[config.mk]
export PLATFORM = sky130hd
export DESIGN_NAME = pc_unit
export DESIGN_NICKNAME = d
export VERILOG_FILES = /design/src/rtl/pc_unit.sv
export SDC_FILE = /design/constraint.sdc
export NUM_CORES = 1
export LEC_CHECK = 0
export CAP_MARGIN = 20
export CORE_MARGIN = 10
export CORE_UTILIZATION = 49
export DETAILED_ROUTE_END_ITERATION = 10
export GPL_ROUTABILITY_DRIVEN = 0
export HOLD_SLACK_MARGIN = 0.08
export PLACE_DENSITY_LB_ADDON = 0.08
export SKIP_CTS_REPAIR_TIMING = 1
export SLEW_MARGIN = 25
export SYNTH_ARGS = -nofsm -noshare
export SYNTH_HDL_FRONTEND = slang
export SYNTH_SLANG_ARGS = --single-unit
[constraint.sdc]
create_clock -name clk -period 2.6 [get_ports clk]
set_input_delay 0.65 -clock clk [delete_from_list [all_inputs] [get_ports clk]]
set_output_delay 0.65 -clock clk [all_outputs]
set_load 0.01 [all_outputs]
[src/rtl/pc_unit.sv]
// Program counter with stall-deferred redirects, exception entry and
// misaligned-target faulting. All state advances on the falling clock edge.
module pc_unit #(
  parameter int               WIDTH        = 32,
  parameter logic [WIDTH-1:0] RESET_VECTOR = 32'h00400000,
  parameter logic [WIDTH-1:0] EXC_VECTOR   = 32'h00400004,
  parameter int               STEP         = 4,
  parameter int               ALIGN_BITS   = 2
) (
  input  logic             clk,
  input  logic             rst,
  input  logic             ena,
  input  logic             busy,
  input  logic             redirect_valid,
  input  logic [WIDTH-1:0] redirect_target,
  input  logic             exc_valid,
  output logic [WIDTH-1:0] pc,
  output logic [WIDTH-1:0] pc_plus,
  output logic             pending,
  output logic [WIDTH-1:0] epc,
  output logic             fault
);

  typedef enum logic {RUN, HOLD} state_t;

  localparam logic [WIDTH-1:0] ONES       = '1;
  localparam logic [WIDTH-1:0] ALIGN_MASK = ~(ONES << ALIGN_BITS);
  localparam logic [WIDTH-1:0] STEP_W     = WIDTH'(STEP);

  state_t           state;
  logic [WIDTH-1:0] pend_target;
  logic             slot;
  logic [WIDTH-1:0] apply_target;
  logic             apply_redirect;
  logic             apply_misaligned;

  assign slot    = ena & ~busy;
  assign pc_plus = pc + STEP_W;
  assign pending = (state == HOLD);

  // A live redirect in a slot wins over whatever was parked in HOLD.
  always_comb begin
    apply_target     = redirect_valid ? redirect_target : pend_target;
    apply_redirect   = redirect_valid | (state == HOLD);
    apply_misaligned = |(apply_target & ALIGN_MASK);
  end

  always_ff @(negedge clk) begin
    if (rst) begin
      pc          <= RESET_VECTOR;
      epc         <= '0;
      pend_target <= '0;
      fault       <= 1'b0;
      state       <= RUN;
    end else begin
      fault <= 1'b0;
      if (exc_valid) begin
        pc    <= EXC_VECTOR;
        epc   <= pc;
        state <= RUN;
      end else if (slot) begin
        state <= RUN;
        if (!apply_redirect) begin
          pc <= pc_plus;
        end else if (apply_misaligned) begin
          pc    <= EXC_VECTOR;
          epc   <= pc;
          fault <= 1'b1;
        end else begin
          pc <= apply_target;
        end
      end else if (redirect_valid) begin
        // Stalled: park the newest redirect until the next free slot.
        pend_target <= redirect_target;
        state       <= HOLD;
      end
    end
  end

endmodule

==> results.tsv, run 1 <==
metric	value	unit
synth.distinct_cells	55	
start_util	50.4	%
io_pins	136	
yosysSeqAreaShare	39.7	%
synth.top_cell.area_share	39.7	%
rows	36	
yosysMostFrequentCell	nand2_1	
synthCells	662	
synthesis.nets	701	
cts_made_buffers	9	
yosysWarnings	0	
die-width	120	um
worstEndpointType	output port	
grt_start_max_net_pins	53	
io_buffers	135	
syn-cell-area	4940	um^2
synth_top_cells_by_area	dfxtp_1, nand2_1, a21oi_1	
dp_hpwl	14300	um
last-stage-reached	global routing (5_1_grt)	
dp.cells	1013	
die_y	120	um
avgSynthCellArea	7.47	um^2
firstError	[ERROR DPL-0038] Utilization greater than 100%, impossible to legalize	
synth-seq-cells	98	
cts_root_buf	clkbuf_8	
synth_top_area_cell	dfxtp_1	
synth_top_flop_cell	dfxtp_1	
synth-edff-count	0	
crit_endpoint	pc_plus[31]	
synth_commonest_cells	nand2_1, dfxtp_1, a21oi_1, nor2_1, clkbuf_1	
ctsLongestPathBuffers	2	
status	did not finish	
h-tree-depth	3	
cts_sinks	98	
synthArstFlopShare	0	%
post_dp_cell_area	7840	um^2
## kinds of logic after synthesis
kind of cell | synth area share [%]
simple gates | 25.3
compound gates | 19.3
flops | 39.7
buf+inv | 5.64
xor+xnor | 4.96
mux | 4.88
fa+ha+maj | 0.253
## through the flow
step	TNS, ns	setup WS [ns]
2_1_floorplan	-62.74	-0.924
3_3_place_gp	-142.39	-1.21
3_5_place_dp	-147.65	-1.24
4_1_cts	-150.28	-1.72
==> run 2, diff against run 1 <==
--- a/config.mk
+++ b/config.mk
@@ -7,11 +7,10 @@
 export LEC_CHECK = 0
 export CAP_MARGIN = 20
 export CORE_MARGIN = 10
-export CORE_UTILIZATION = 49
+export CORE_UTILIZATION = 40
 export DETAILED_ROUTE_END_ITERATION = 10
 export GPL_ROUTABILITY_DRIVEN = 0
-export HOLD_SLACK_MARGIN = 0.08
-export PLACE_DENSITY_LB_ADDON = 0.08
+export PLACE_DENSITY_LB_ADDON = 0.15
 export SKIP_CTS_REPAIR_TIMING = 1
 export SLEW_MARGIN = 25
 export SYNTH_ARGS = -nofsm -noshare
==> results.tsv, run 2 <==
metric	value	unit	change
syn_to_final_growth	123	%	
die_y	131	um	+8.9%
synth_commonest_cells	nand2_1, dfxtp_1, a21oi_1, nor2_1, clkbuf_1		
cpPeakStageDelay	0.36	ns	
io_buffers	135		unchanged
antenna_found_initial	0		
tns	-85.25	ns	
yosysSeqAreaShare	39.7	%	unchanged
rows	40		+11%
drv_cap	0		
cts_made_buffers	9		unchanged
slowest_stage	dfxtp_2		
synth_top_cells_by_area	dfxtp_1, nand2_1, a21oi_1		
finalSetupViolCount	195		
status	complete, but fails checks		
drt-pass1-iter-count	6		
grt-ovfl-total	0		
drc	0		
p_int	2.87	mW	
drive_gt1_share	64.7	%	
synth_top_area_cell	dfxtp_1		
synth-edff-count	0		unchanged
dieArea	17200	um^2	
irDropWorstVdd	0.585	mV	
power_density	422	nW/um^2	
leakage	5.16	nW	
finalWirelength	32300	um	
drtIter0Drc	1014		
yosysMostFrequentCell	nand2_1		
dp_hpwl	14200	um	-0.25%
rsz0062_at_grt	true		
grt_pass1_vias	6351		
start_kind	flip-flop		
slew_headroom	42.9	%	
die-width	131	um	+8.9%
drv_slew	0		
fin_skew	0.0700	ns	
fin_util	91.4	%	
switching_share	38.3	%	
worst_slew_pin_slew	0.856	ns	
ctsLongestPathBuffers	2		unchanged
min_path_type	flip-flop to flip-flop		
fin_nets	1102		
worstSkewPairLatency	0.49	ns	
path_clk_slew	0.09	ns	
layout_common_cells	buf_6, buf_4, inv_1, nand2_1, a21oi_2		
cts_root_buf	clkbuf_16		
switchingPower	1.78	mW	
vias	7734		
cts_tree	built		
synthArstFlopShare	0	%	unchanged
synth-seq-cells	98		unchanged
via_per_inst	6.26		
synthCells	662		unchanged
syn-cell-area	4940	um^2	unchanged
core	12100	um^2	
post_dp_cell_area	7870	um^2	+0.40%
ant_nets	0		
final_common_cell	buf_6		
avgRoutedWirePerCell	26.2	um	
start_util	41.0	%	-9.4 points
io_pins	136		unchanged
yosysWarnings	0		unchanged
synthesis.nets	701		unchanged
avgSynthCellArea	7.47	um^2	unchanged
seqPwrFrac	33.8	%	
pwr-share-clk	47.7	%	
diodes	0		
synth.distinct_cells	55		unchanged
worstPathRequired	1.95	ns	
violations	setup timing		
top_regs	epc: 32 flops, pc: 32 flops, pend_target: 32 flops		
synth.top_cell.area_share	39.7	%	unchanged
cp.arrival	3.45	ns	
layout_setup_ws	-1.50	ns	
crit_chain	and4_4 -> and4_4 -> buf_12 -> nand3_2 -> nor2_2 -> xor2_1 -> buf_2		
path_max_fanout	8		
grt_pass1_wl	30800	um	
whs	0.458	ns	
end_kind	primary output		
crit_type	flip-flop to primary output		
cts_sinks	98		unchanged
hold_viol_final	0		
dp.cells	1048		+3.5%
h-tree-depth	3		unchanged
grt_usage	21.5	%	
comb_power_share	18.5	%	
cp_common_cell	and4_4		
instances_no_fill	1235		
design_area	11000	um^2	
synth_top_flop_cell	dfxtp_1		
grt_start_max_net_pins	66		
## run 2: cells by family (layout without fill, tap and decap cells)
group,Yosys count,after routing,share of synthesized area [%]
buffers and inverters,64,469,5.64
adder cells (fa/ha/maj),1,1,0.253
AO/OA/AOI/OAI,162,162,19.3
XOR/XNOR,28,28,4.96
AND/OR/NAND/NOR,285,285,25.3
multiplexers,24,24,4.88
flip-flops,98,98,39.7
## run 2: power groups by stage
stage,combinational [mW],clock [mW],sequential (mW)
floorplan,0.253,0.230,1.59
global placement,0.478,0.230,1.58
detailed placement,0.487,0.230,1.58
CTS,0.489,1.99,1.56
global route,0.877,2.32,1.57
finish,0.862,2.22,1.57
## run 2: final cells by class
| class | instances | area (um^2) |
|---|---|---|
| clock buffers | 9 | 225 |
| clock inverters | 104 | 423 |
| fillers | 420 | 1040 |
| inverters | 8 | 32.5 |
| multi-input cells | 500 | 4460 |
| flip-flops and latches | 98 | 2080 |
| well taps | 168 | 210 |
| repair buffers | 348 | 3590 |
## run 2: worst max-delay path, delay by kind of cell (launching register included)
family	cells	cell delay (ns)
and+or+nand+nor	4	0.80
DFF	1	0.36
buffers and inverters	2	0.32
xor gates and xnor gates	1	0.18
## run 2: stage by stage
| stage | setup WS, ns | total power, mW |
|---|---|---|
| global route | -1.47 | 4.77 |
| detailed placement | -1.24 | 2.30 |
| floorplan | -0.924 | 2.08 |
| CTS | -1.68 | 4.05 |
| global placement | -1.18 | 2.29 |
| finish | -1.50 | 4.65 |
## run 2: metal layers
metal	share of wire, %	routed length (um)	vias to the layer above	track usage, %
li1	-	-	3096	-
met1	34	11100	3617	23.2
met2	47	15300	749	36.3
met3	10	3390	272	8.31
met4	7.9	2550	0	10.1
met5	0	0	-	0
## run 2: final timing paths
check,to,slack [ns],startpoint,depth (start not counted)
setup / recovery,pc_plus[29],-1.50,pc[11],7
hold / removal,epc[14],0.46,epc[14],2
setup reg to reg,pc[27],0.48,pc[11],7
hold reg to reg,epc[14],0.46,epc[14],2
No activity file was read; power rests on OpenSTA's default activity.
